===== config.mk =====
export PLATFORM = sky130hd
export DESIGN_NAME = residue_mod_alu_flat
export DESIGN_NICKNAME = d
export VERILOG_FILES = /design/src/rtl/residue_pkg.sv /design/src/rtl/residue_mod_alu_if.sv /design/src/rtl/residue_mod_adder.sv /design/src/rtl/residue_mod_alu.sv /design/src/flat_wrapper.sv
export SDC_FILE = /design/constraint.sdc
export NUM_CORES = 1
export LEC_CHECK = 0
export BUFFER_PORTS_ARGS = -buffer_cell sky130_fd_sc_hd__buf_2
export CAP_MARGIN = 30
export CORE_MARGIN = 2
export CORE_UTILIZATION = 48
export DETAILED_ROUTE_END_ITERATION = 12
export PLACE_DENSITY = 0.73
export SYNTH_ARGS = -nofsm -noshare
export SYNTH_HDL_FRONTEND = slang
export SYNTH_SLANG_ARGS = --single-unit

===== constraint.sdc =====
create_clock -name clk -period 7.9 [get_ports clk]
set_input_delay 0.395 -clock clk [delete_from_list [all_inputs] [get_ports clk]]
set_output_delay 0.395 -clock clk [all_outputs]
set_load 0.03 [all_outputs]

===== src/rtl/residue_pkg.sv =====
// Shared types and the end-around-carry modulo-(2^n-1) add for the residue datapath.
// Combinational helper only; width is supplied by the caller, up to RES_MAX_W bits.
package residue_pkg;

    typedef enum logic [1:0] {
        OP_ADD  = 2'b00,
        OP_SUB  = 2'b01,
        OP_ACC  = 2'b10,
        OP_LOAD = 2'b11
    } residue_op_t;

    localparam int RES_MAX_W = 32;

    // x + y mod (2^n-1), result canonical in [0, 2^n-2]; bits above n are ignored.
    function automatic logic [RES_MAX_W-1:0] residue_mod_add(
        input logic [RES_MAX_W-1:0] x,
        input logic [RES_MAX_W-1:0] y,
        input int unsigned          n
    );
        logic [RES_MAX_W:0] mask;
        logic [RES_MAX_W:0] raw;
        logic [RES_MAX_W:0] t;
        mask = ((RES_MAX_W+1)'(1) << n) - (RES_MAX_W+1)'(1);
        raw  = ({1'b0, x} & mask) + ({1'b0, y} & mask);
        t    = (raw & mask) + ((raw >> n) & (RES_MAX_W+1)'(1));
        if (t == mask) t = '0;
        return RES_MAX_W'(t);
    endfunction

endpackage


===== src/rtl/residue_mod_alu_if.sv =====
// Operand/result handshake bundle for the residue ALU.
// Valid/ready on both sides; acc_r is a free-running status view.
interface residue_mod_alu_if
    import residue_pkg::*;
#(
    parameter int N = 3
);
    logic        in_valid;
    logic        in_ready;
    residue_op_t in_op;
    logic [N-1:0] in_a;
    logic [N-1:0] in_b;
    logic        out_valid;
    logic        out_ready;
    logic [N-1:0] out_r;
    residue_op_t out_op;
    logic [N-1:0] acc_r;

    modport master (
        output in_valid, in_op, in_a, in_b, out_ready,
        input  in_ready, out_valid, out_r, out_op, acc_r
    );

    modport slave (
        input  in_valid, in_op, in_a, in_b, out_ready,
        output in_ready, out_valid, out_r, out_op, acc_r
    );
endinterface


===== src/rtl/residue_mod_adder.sv =====
// Combinational modulo-(2^N-1) adder producing a canonical residue.
// Zero latency; no flow control.
module residue_mod_adder
    import residue_pkg::*;
#(
    parameter int N = 3
) (
    input  logic [N-1:0] x,
    input  logic [N-1:0] y,
    output logic [N-1:0] r
);
    assign r = N'(residue_mod_add(RES_MAX_W'(x), RES_MAX_W'(y), N));
endmodule


===== src/rtl/residue_mod_alu.sv =====
// Two-stage modulo-(2^N-1) ALU (add/sub/acc/load); result valid one edge after the S1 capture edge.
// Backpressure: stalled output holds; S1 holds and in_ready drops when both stages are full.
module residue_mod_alu
    import residue_pkg::*;
#(
    parameter int N = 3
) (
    input  logic              clk,
    input  logic              rst_n,
    residue_mod_alu_if.slave  bus
);
    logic         s1_valid_q, s1_valid_d;
    residue_op_t  s1_op_q, s1_op_d;
    logic [N-1:0] s1_a_q, s1_a_d;
    logic [N-1:0] s1_b_q, s1_b_d;
    logic         out_valid_q, out_valid_d;
    logic [N-1:0] out_r_q, out_r_d;
    residue_op_t  out_op_q, out_op_d;
    logic [N-1:0] acc_q, acc_d;

    logic         advance;
    logic         in_rdy;
    logic         accept;
    logic [N-1:0] add_x, add_y, add_r;

    residue_mod_adder #(.N(N)) u_adder (
        .x (add_x),
        .y (add_y),
        .r (add_r)
    );

    always_comb begin
        advance = s1_valid_q & (~out_valid_q | bus.out_ready);
        in_rdy  = ~s1_valid_q | advance;
        accept  = bus.in_valid & in_rdy;

        // SUB negates b by one's complement; LOAD canonicalises a by adding zero.
        add_x = s1_a_q;
        add_y = s1_b_q;
        case (s1_op_q)
            OP_ADD:  begin add_x = s1_a_q; add_y = s1_b_q;  end
            OP_SUB:  begin add_x = s1_a_q; add_y = ~s1_b_q; end
            OP_ACC:  begin add_x = acc_q;  add_y = s1_a_q;  end
            OP_LOAD: begin add_x = s1_a_q; add_y = '0;      end
            default: begin add_x = s1_a_q; add_y = s1_b_q;  end
        endcase

        s1_valid_d = accept ? 1'b1 : (advance ? 1'b0 : s1_valid_q);
        s1_op_d    = accept ? bus.in_op : s1_op_q;
        s1_a_d     = accept ? bus.in_a  : s1_a_q;
        s1_b_d     = accept ? bus.in_b  : s1_b_q;

        out_valid_d = advance ? 1'b1 : (bus.out_ready ? 1'b0 : out_valid_q);
        out_r_d     = advance ? add_r   : out_r_q;
        out_op_d    = advance ? s1_op_q : out_op_q;

        acc_d = acc_q;
        if (advance && (s1_op_q == OP_ACC || s1_op_q == OP_LOAD)) acc_d = add_r;
    end

    always_ff @(posedge clk or negedge rst_n) begin
        if (!rst_n) begin
            s1_valid_q  <= 1'b0;
            s1_op_q     <= OP_ADD;
            s1_a_q      <= '0;
            s1_b_q      <= '0;
            out_valid_q <= 1'b0;
            out_r_q     <= '0;
            out_op_q    <= OP_ADD;
            acc_q       <= '0;
        end else begin
            s1_valid_q  <= s1_valid_d;
            s1_op_q     <= s1_op_d;
            s1_a_q      <= s1_a_d;
            s1_b_q      <= s1_b_d;
            out_valid_q <= out_valid_d;
            out_r_q     <= out_r_d;
            out_op_q    <= out_op_d;
            acc_q       <= acc_d;
        end
    end

    assign bus.in_ready  = in_rdy;
    assign bus.out_valid = out_valid_q;
    assign bus.out_r     = out_r_q;
    assign bus.out_op    = out_op_q;
    assign bus.acc_r     = acc_q;
endmodule


===== src/flat_wrapper.sv =====
// flat-port wrapper written by rule: the top's interface ports become plain ports
module residue_mod_alu_flat import residue_pkg::*;
#(
    parameter int N = 3
)
  (clk, rst_n, bus_in_valid, bus_in_op, bus_in_a, bus_in_b, bus_out_ready, bus_in_ready, bus_out_valid, bus_out_r, bus_out_op, bus_acc_r);
  residue_mod_alu_if #(.N(N)) bus_i ();
  input  logic clk;
  input  logic rst_n;
  input wire logic [$bits(bus_i.in_valid)-1:0] bus_in_valid;
  input wire logic [$bits(bus_i.in_op)-1:0] bus_in_op;
  input wire logic [$bits(bus_i.in_a)-1:0] bus_in_a;
  input wire logic [$bits(bus_i.in_b)-1:0] bus_in_b;
  input wire logic [$bits(bus_i.out_ready)-1:0] bus_out_ready;
  output wire logic [$bits(bus_i.in_ready)-1:0] bus_in_ready;
  output wire logic [$bits(bus_i.out_valid)-1:0] bus_out_valid;
  output wire logic [$bits(bus_i.out_r)-1:0] bus_out_r;
  output wire logic [$bits(bus_i.out_op)-1:0] bus_out_op;
  output wire logic [$bits(bus_i.acc_r)-1:0] bus_acc_r;
  assign bus_i.in_valid = bus_in_valid;
  assign bus_i.in_op = bus_in_op;
  assign bus_i.in_a = bus_in_a;
  assign bus_i.in_b = bus_in_b;
  assign bus_i.out_ready = bus_out_ready;
  assign bus_in_ready = bus_i.in_ready;
  assign bus_out_valid = bus_i.out_valid;
  assign bus_out_r = bus_i.out_r;
  assign bus_out_op = bus_i.out_op;
  assign bus_acc_r = bus_i.acc_r;
  residue_mod_alu #(.N(N)) u_core (.clk(clk), .rst_n(rst_n), .bus(bus_i));
endmodule

==> out/qor.yml, run 1 <==
ys_types: 22
max_stage_delay_ns: 0.47
fillCellCount: 169
hold-worst-slack_ns: 0.008727
antennaDiodeCount: 0
reg2reg_from: "u_core.s1_op_q[0]"
critical_path_class: "flop to flop"
drt-initial-drc-count: 17
fin_worst_skew_ns: 0.001369
routed_wl_um: 1641
yosysWarnings: 0
synth_area_um2: 927.1
min_path_type: "input pin to async pin"
synth_top_area_share: 0.4858
netlist_instances: 79
cp_data_required_time_ns: 8.08
io_pins: 22
place.gp.congestion: 0.7908
maxCapViolCount: 0
finalNetCount: 121
p_seq_frac: 0.357
cp_max_fo: 6
synth_seq_cells: 18
syn_area_per_cell_um2: 11.74
grt_pass1_vias: 605
root_buffer: "clkbuf_4"
vias: 640
switching_share: 0.4117
cp-startpoint: "u_core.s1_op_q[0]"
setup_viol: 0
dpl.hpwl_um: 1339
path_clk_slew_ns: 0.10
portBuffers: 21
yosysSeqAreaShare: 0.4858
min_period_ns: 3.059
finalCritPeriodShare: 0.3873
rsz0062_at_grt: "false"
ctsHoldBuffers: 0
cts.sinks: 18
die_height_um: 47.95
ys_top_cells_by_area: "dfrtp_1, mux2_2, ha_1"
start_util: 0.5255
drive_gt1_frac: 0.3922
post_cts_buffers: 0
cts_buffers: 3
final_common_cell: "buf_2"
drc: 0
vdd_drop_max_mv: 0.2003
dieArea_um2: 2299
overflow: 0
path_buf_inv: 0
hold_viol: 0
die_x_um: 47.95
run_status: "completed"
end_kind: "flop"
worstPathArrival_ns: 3.24
leakagePower_uw: 0.0005296
grt_use_total: 0.1696
crit_family: "compound AO/OA/AOI/OAI gates"
cts_resized: 0
layout_common_cells: "buf_2, dfrtp_1, mux2_2"
cp_slowest_cell: "dfrtp_1"
clockBufferDepth: 2
max_slew_margin: 0.7222
crit_chain: "nor2b_1 > mux2_2 > ha_1 > a21o_1 > a21o_2 > ha_1 > ha_1 > a21oi_1 > mux2i_1 > o21ai_0 > o21ai_0"
core_area_um2: 1764
slew_viol_final: 0
yosysTopAreaCell: "dfrtp_1"
cts_tree: "yes"
fin_tns_setup_ns: 0
grt_pass1_wl_um: 2697
via_per_inst: 5.039
crit_path_start_kind: "flop"
wl_per_cell_um: 12.92
syn_nets: 97
antenna_found_initial: 0
area_delta_synth_final_pct: 17.68
fmax_mhz: 326.9
rows: 15
clkLatencyLatePin_ns: 0.29
ant_nets: 0
p_int_uw: 217.8
p_switching_uw: 152.4
htree_levels: 1
power_density_nw_per_um2: 339.3
worst_pin_slew_ns: 0.4159
clockPowerShare: 0.155
drt_pass1_iterations: 4
grt_max_degree: 19
comb_power_share: 0.488
cpMostUsedCell: "ha_1"
[kinds of logic after synthesis]
logic type | count (synthesis) | share of synthesized area
AOI/OAI and AO/OA | 13 | 0.07827
xor gates and xnor gates | 5 | 0.05533
adders and majority gates | 6 | 0.08907
buffers and inverters | 4 | 0.01754
DFF | 18 | 0.4858
muxes | 15 | 0.1808
and+or+nand+nor | 18 | 0.09314
[worst register-to-register path, stage by stage (launching register included)]
cell     delay [ns]
dfrtp_1        0.47
nor2b_1        0.38
mux2_2         0.42
ha_1           0.28
a21o_1         0.19
a21o_2         0.20
ha_1           0.22
ha_1           0.24
a21oi_1        0.12
mux2i_1        0.10
o21ai_0        0.22
o21ai_0        0.12
[metal layers]
layer  global-route usage  vias to the layer above  part of all wire
met3              0.02264                        2             0.031
met1               0.2300                      304              0.45
met2               0.2827                       14              0.51
met5                    0                        -                 0
met4              0.04865                        0            0.0098
li1                     -                      320                 -
[synth_stat cells (all sizes together)]
library cell	n
dfrtp	18
mux2	14
nand2	11
o21ai	9
ha	5
xnor2	4
nand2b	3
a21o	2
inv	2
nand3	2
a21oi	1
a31oi	1
buf	1
clkbuf	1
fa	1
mux2i	1
nand3b	1
nor2b	1
xor2	1
[flip-flops by register name, summed over array words and instances (netlist names)]
name                  count
u_core.s1_b_q             3
u_core.s1_valid_q         1
u_core.bus.out_valid      1
u_core.s1_op_q            2
u_core.bus.acc_r          3
u_core.bus.out_r          3
u_core.s1_a_q             3
u_core.bus.out_op         2
[power by group through the flow]
| stage | Combinational, µW | Clock, µW | Sequential, µW |
|---|---|---|---|
| global placement | 175 | 0 | 133 |
| detailed placement | 183 | 0 | 135 |
| finish | 181 | 57.5 | 132 |
| floorplan | 107 | 0 | 163 |
| global route | 200 | 62.8 | 135 |
| CTS | 184 | 58.9 | 133 |
[path summary, 6_finish.rpt]
path                       slack, ns                    to  cells after the start
max                             4.84   u_core.bus.acc_r[0]                     11
min                            0.009   u_core.bus.out_r[1]                      1
max reg2reg                     4.84   u_core.bus.acc_r[0]                     11
min reg2reg                     0.48  u_core.bus.out_op[1]                      2
max in group asynchronous       7.61      u_core.s1_a_q[1]                      1
min in group clk                0.32     u_core.s1_valid_q                      2
[cell type report]
class	instances	area [µm²]	share of cell area
repair buffers	21	105.1	0.09633
well taps	25	31.28	0.02867
inverters	2	7.507	0.006881
flip-flops and latches	18	450.4	0.4128
multi-input cells	57	460.4	0.4220
clock buffers	4	36.28	0.03326
[through the flow]
step | total power (µW) | worst slack (ns) | std cells | utilization | instance area (µm²)
after floorplan | 269.4 | 5.058 | 79 | - | 927.1
after CTS | 375.4 | 4.834 | 127 | 0.6184 | 1091
after global routing | 398.2 | 4.609 | 127 | 0.6184 | 1091
after global placement | 308.0 | 4.948 | 123 | 0.5979 | 1055
final | 370.2 | 4.841 | 127 | 0.6184 | 1091
after detailed placement | 317.8 | 4.852 | 123 | 0.5979 | 1055
Power figures use the tool's default switching activity.
==> run 2: changes to the inputs <==
ABC_AREA = 1   (was unset)
CORE_UTILIZATION = 47   (was 48)
PLACE_DENSITY = 0.74   (was 0.73)
clock period = 2.6 ns   (was 7.9 ns; I/O delays follow)
==> out/qor.yml, run 2 <==
portBuffers: 21  # unchanged
hold_viol: 0  # unchanged
dpl.hpwl_um: 1389  # was 1339 µm
synth_edf_count: 0  # unchanged
fin_worst_skew_ns: 0.01099  # was 0.001369 ns
cp_max_fo: 4  # was 6
worst_pin_slew_ns: 0.3980  # was 0.4159 ns
synth_commonest_cells: "nand2_1, dfrtp_1, inv_1"  # was dfrtp_1, mux2_2, nand2_1
reg2reg_from: "u_core.s1_op_q[1]"  # was u_core.s1_op_q[0]
final_util: 0.6212  # was 0.6184
maxCapViolCount: 0  # unchanged
crit_chain: "o21ai_0 > o21ai_0 > nor2_1 > ha_1 > a21oi_2 > o21bai_1 > ha_2 > ha_4 > nand2_1 > a21oi_2 > nand2_2 > nand3_1 > nand2_1"  # was nor2b_1 > mux2_2 > ha_1 > a21o_1 > a21o_2 > ha_1 > ha_1 > a21oi_1 > mux2i_1 > o21ai_0 > o21ai_0
die_height_um: 49.39  # was 47.95 µm
yosysWarnings: 0  # unchanged
leakagePower_uw: 0.0006568  # was 0.0005296 µW
overflow: 0  # unchanged
finalCritPeriodShare: 0.9587  # was 0.3873
core_area_um2: 1962  # was 1764 µm²
dpl-instance-area_um2: 1104  # was 1055 µm²
synth_area_um2: 968.4  # was 927.1 µm²
yosysMostFrequentCell: "nand2_1"  # was dfrtp_1
dieArea_um2: 2439  # was 2299 µm²
wl_per_cell_um: 11.77  # was 12.92 µm
grt_max_degree: 19  # unchanged
place.gp.congestion: 0.8676  # was 0.7908
min_path_type: "input pin to flop"  # was input pin to async pin
io_pins: 22  # unchanged
grt_use_total: 0.1782  # was 0.1696
ant_nets: 0  # unchanged
clockBufferDepth: 2  # unchanged
syn_area_per_cell_um2: 8.804  # was 11.74 µm²
drt-initial-drc-count: 27  # was 17
final_common_cell: "nand2_1"  # was buf_2
critical_path_class: "flop to flop"  # unchanged
min_from: "bus_in_b[1]"
synth_top_family_by_area: "simple AND/OR/NAND/NOR gates"  # was multiplexers
cts_tree: "yes"  # unchanged
ys_types: 18  # was 22
rows: 16  # was 15
antennaDiodeCount: 0  # unchanged
rrSetupSlack_ns: 0.11  # was 4.84 ns
r2r_cells: 13  # was 11
worstPathArrival_ns: 2.68  # was 3.24 ns
cts.sinks: 18  # unchanged
ys_top_cells_by_area: "dfrtp_1, nand2_1, mux2_4"  # was dfrtp_1, mux2_2, ha_1
max_slew_margin: 0.7347  # was 0.7222
whs_endpoint: "u_core.s1_b_q[1]"
cts_buffers: 3  # unchanged
power_density_nw_per_um2: 985.5  # was 339.3 nW/µm²
r2r_end: "u_core.bus.out_r[1]"  # was u_core.bus.acc_r[0]
end_kind: "flop"  # unchanged
antenna_found_initial: 0  # unchanged
grt_pass1_vias: 827  # was 605
path_buf_inv: 0  # unchanged
yosysSeqAreaShare: 0.4651  # was 0.4858
hold-worst-slack_ns: 0.05354  # was 0.008727 ns
synth_top_area_share: 0.4651  # was 0.4858
drc: 0  # unchanged
netlist_instances: 110  # was 79
via_per_inst: 5.018  # was 5.039
min_period_ns: 2.493  # was 3.059 ns
fmax_mhz: 401.2  # was 326.9 MHz
layout_common_cells: "nand2_1, buf_2, dfrtp_1"  # was buf_2, dfrtp_1, mux2_2
max_stage_delay_ns: 0.45  # was 0.47 ns
synth_flop_cell: "dfrtp_1"  # unchanged
crit_path_start_kind: "flop"  # unchanged
cp_data_required_time_ns: 2.78  # was 8.08 ns
start_util: 0.4936  # was 0.5255
finalNetCount: 159  # was 121
synth_fa_ha_area_frac: 0.08527  # was 0.08907
yosysTopAreaCell: "dfrtp_1"  # unchanged
synthSimpleGateAreaFrac: 0.2468  # was 0.09312
synth_xor_area_frac: 0  # was 0.05533
setup_viol: 0  # unchanged
routed_wl_um: 1965  # was 1641 µm
run_status: "completed"  # unchanged
synth_seq_cells: 18  # unchanged
hold_depth: 2
setup_ws_ns: 0.1073  # was 4.841 ns
vdd_drop_max_mv: 0.5670  # was 0.2003 mV
drt_pass1_iterations: 4  # unchanged
clkLatencyLatePin_ns: 0.30  # was 0.29 ns
htree_levels: 1  # unchanged
root_buffer: "clkbuf_4"  # unchanged
die_x_um: 49.39  # was 47.95 µm
cp_slowest_cell: "dfrtp_2"  # was dfrtp_1
power_uw: 1201  # was 370.2 µW
grt_pass1_wl_um: 3339  # was 2697 µm
path_clk_slew_ns: 0.11  # was 0.10 ns
vias: 838  # was 640
slew_viol_final: 0  # unchanged
syn_nets: 128  # was 97
drive_gt1_frac: 0.3643  # was 0.3922
final_cell_area_um2: 1219  # was 1091 µm²
async_flop_share: 1.000  # unchanged
place_ws_ns: 0.02093  # was 4.852 ns
synth-compound-area-share: 0.05943  # was 0.07827
crit_family: "adder cells"  # was compound AO/OA/AOI/OAI gates
area_delta_synth_final_pct: 25.84  # was 17.68%
muxShareOfSynthArea: 0.08915  # was 0.1808
[run 2: changes by cell type after synthesis, moves of 2 or more]
cell / delta
a21oi_1: +3
inv_1: +8
mux2_1: -2
mux2_2: -11
mux2_4: +5
nand2_1: +26
nand2b_1: -3
nand3_1: +5
nor2_1: +8
nor3_1: +2
o21ai_0: -3
xnor2_1: -4
[run 2: cell type report]
type / instances / area [µm²]
Inverter: 11 / 41.29
Timing Repair Buffer: 27 / 152.6
Multi-Input combinational cell: 80 / 503.0
Fill cell: 177 / 743.2
Sequential cell: 18 / 451.7
Clock buffer: 4 / 36.28
Tap cell: 27 / 33.78
[run 2: per-stage QoR]
step	TNS (ns)	std cells
2_1_floorplan	0	110
3_3_place_gp	0	158
3_5_place_dp	0	158
4_1_cts	0	164
5_1_grt	-0.01631	167
6_report	0	167
[run 2: power breakdown]
group / switching (µW) / internal, µW
clock network: 87.3 / 85.3
registers: 58.4 / 357
logic: 384 / 229
total: 530 / 671
[run 2: worst max-delay path by stage]
| stage | start | end | slack [ns] | cells after the start |
|---|---|---|---|---|
| 3_5_place_dp | u_core.s1_op_q[1] | u_core.bus.out_r[1] | 0.02 | 13 |
| 3_3_place_gp | u_core.s1_op_q[1] | u_core.bus.out_r[1] | 0.16 | 13 |
| 5_1_grt | u_core.s1_op_q[1] | u_core.bus.out_r[1] | -0.02 | 13 |
| 2_1_floorplan | u_core.s1_op_q[1] | u_core.bus.acc_r[0] | 0.24 | 15 |
| 6_report | u_core.s1_op_q[1] | u_core.bus.out_r[1] | 0.11 | 13 |
| 4_1_cts | u_core.s1_op_q[1] | u_core.bus.out_r[1] | 0.005 | 13 |
[run 2: metal layers]
layer | routed length (µm) | vias up | GRT usage | part of all wire
met3 | 117 | 0 | 0.06135 | 0.060
met2 | 1032 | 26 | 0.3086 | 0.53
met4 | 0 | 0 | 0.03704 | 0
met1 | 814 | 401 | 0.2143 | 0.41
li1 | - | 411 | - | -
met5 | 0 | - | 0 | 0
[run 2: cells by family after synthesis]
| family | count (synthesis) |
|---|---|
| fa+ha+maj | 6 |
| simple gates | 57 |
| buf+inv | 12 |
| compound gates | 11 |
| flops | 18 |
| mux | 6 |
[run 2: what timing repair did]
item / in CTS / in global routing
hold endpoints to repair: 18 / 0
resized for setup: 0 / 12
endpoints found under the setup margin: 1 / 6
gates cloned: 0 / 0
pin swaps: 1 / 2
hold buffers: 1 / 0
setup buffers: 1 / 3
==> run 3: changes to the inputs <==
GPL_TIMING_DRIVEN = 0   (was unset)
==> out/qor.yml, run 3 (synthesis gave the netlist of run 2 again) <==
root_buffer: "clkbuf_4"  # unchanged
dieArea_um2: 2439  # unchanged
antennaDiodeCount: 0  # unchanged
dpl.hpwl_um: 1484  # was 1389 µm
cp_slowest_cell: "dfrtp_2"  # unchanged
drt_pass1_iterations: 4  # unchanged
run_status: "completed"  # unchanged
cp_data_required_time_ns: 2.79  # was 2.78 ns
place_ws_ns: -0.09137  # was 0.02093 ns
vias: 791  # was 838
hold-worst-slack_ns: 0.05119  # was 0.05354 ns
finalCritPeriodShare: 0.9397  # was 0.9587
cts.sinks: 18  # unchanged
min_period_ns: 2.443  # was 2.493 ns
crit_chain: "inv_4 > nor2_4 > inv_1 > nand2_1 > nand2_1 > ha_1 > a21oi_2 > o21bai_1 > ha_2 > ha_4 > nand2_1 > a21oi_2 > nand2_2 > nand3_1 > nand2_1"  # was o21ai_0 > o21ai_0 > nor2_1 > ha_1 > a21oi_2 > o21bai_1 > ha_2 > ha_4 > nand2_1 > a21oi_2 > nand2_2 > nand3_1 > nand2_1
worst_pin_slew_ns: 0.4218  # was 0.3980 ns
power_density_nw_per_um2: 995.3  # was 985.5 nW/µm²
place.gp.congestion: 0.7716  # was 0.8676
instances_no_fill: 163  # was 167
grt_max_degree: 19  # unchanged
multi_input_area_um2: 503.0  # unchanged
drt-initial-drc-count: 7  # was 27
cts_buffers: 3  # unchanged
overflow: 0  # unchanged
max_stage_delay_ns: 0.44  # was 0.45 ns
die_x_um: 49.39  # unchanged
rrSetupSlack_ns: 0.16  # was 0.11 ns
die_height_um: 49.39  # unchanged
crit_path_start_kind: "flop"  # unchanged
final_common_cell: "nand2_1"  # unchanged
clockBufferDepth: 2  # unchanged
grt_use_total: 0.1692  # was 0.1782
max_slew_margin: 0.7188  # was 0.7347
clkLatencyLatePin_ns: 0.30  # about the same
grt_pass1_wl_um: 3187  # was 3339 µm
leakagePower_uw: 0.0006353  # was 0.0006568 µW
cpMostUsedCell: "nand2_1"
setup_viol: 0  # unchanged
routed_wl_um: 1892  # was 1965 µm
post_cts_buffers: 0  # was 1
maxCapViolCount: 0  # unchanged
critical_path_class: "flop to flop"  # unchanged
setup_ws_ns: 0.1567  # was 0.1073 ns
wl_per_cell_um: 11.61  # was 11.77 µm
vdd_drop_max_mv: 0.5691  # was 0.5670 mV
portBuffers: 21  # unchanged
drc: 0  # unchanged
htree_levels: 1  # unchanged
drive_gt1_frac: 0.3456  # was 0.3643
layout_common_cells: "nand2_1, buf_2, dfrtp_1"  # unchanged
start_util: 0.4936  # unchanged
worstPathArrival_ns: 2.63  # was 2.68 ns
grt_pass1_vias: 772  # was 827
fmax_mhz: 409.3  # was 401.2 MHz
rows: 16  # unchanged
via_per_inst: 4.853  # was 5.018
hold_viol: 0  # unchanged
end_kind: "flop"  # unchanged
min_path_type: "input pin to flop"  # unchanged
core_area_um2: 1962  # unchanged
dp.cells: 158  # unchanged
cts_tree: "yes"  # unchanged
path_clk_slew_ns: 0.11  # about the same
slew_viol_final: 0  # unchanged
area_delta_synth_final_pct: 23.51  # was 25.84%
fin_worst_skew_ns: 0.003229  # was 0.01099 ns
final-seq-area_um2: 452.9  # was 451.7 µm²
cp_max_fo: 6  # was 4
power_uw: 1191  # was 1201 µW
fillCellCount: 195  # was 177
rsz0062_at_grt: "false"
antenna_found_initial: 0  # unchanged
io_pins: 22  # unchanged
finalNetCount: 155  # was 159
ant_nets: 0  # unchanged
-- run 3: cell types whose count changed in the layout (fill, tap and decap cells not counted), sizes merged --
cell | before | now
buf | 26 | 22
-- run 3: routing by layer --
metal / vias up / wire length, µm / GRT usage
li1: 406 / - / -
met4: 0 / 65 / 0.1019
met1: 355 / 847 / 0.2167
met2: 21 / 908 / 0.2748
met3: 9 / 70 / 0.01840
met5: - / 0 / 0
-- run 3: layout make-up --
class	count	area share
flip-flops and latches	18	0.3787
inverters	11	0.03661
multi-input cells	80	0.4205
repair buffers	22	0.09623
plain buffers	1	0.009414
clock buffers	4	0.03033
well taps	27	0.02824
-- run 3: repair_timing --
| item | CTS | global route |
|---|---|---|
| endpoints found under the hold margin | 18 | 0 |
| setup endpoints to repair | 6 | 6 |
| hold buffers | 1 | 0 |
| gates resized for setup | 2 | 12 |
| pin swaps | 1 | 3 |
-- run 3: path summary, 6_finish.rpt --
kind / to / startpoint / depth (start not counted)
max in group asynchronous: u_core.s1_op_q[0] / rst_n / 2
worst min-delay path: u_core.s1_a_q[1] / bus_in_a[1] / 2
min in group asynchronous: u_core.s1_a_q[1] / rst_n / 2
worst max register to register: u_core.bus.out_r[0] / u_core.s1_op_q[1] / 15
worst min register to register: u_core.bus.out_op[1] / u_core.bus.out_op[1] / 2
worst max-delay path: u_core.bus.out_r[0] / u_core.s1_op_q[1] / 15
-- run 3: worst max-delay path, delay by kind of cell, from the launching register on --
kind                       cells  cell delay, ns
adders and majority gates      3            0.81
buffers and inverters          2            0.15
AOI/OAI and AO/OA              3            0.36
and+or+nand+nor                7            0.57
DFF                            1            0.44
-- run 3: per-stage QoR --
stage	utilization	cell area (µm²)	TNS, ns
after CTS	0.5912	1160	0
after global routing	0.6097	1196	0
after detailed placement	0.5644	1107	-0.2936
after floorplan	-	968.4	0
final	0.6097	1196	0
after global placement	0.5644	1107	0
-- run 3: power by group --
part | switching [µW] | internal (µW) | leakage [µW]
Sequential | 55.7 | 357 | 0.000213
Combinational | 380 | 221 | 0.000401
Clock | 90.4 | 85.4 | 0.0000210
Total | 526 | 664 | 0.000635
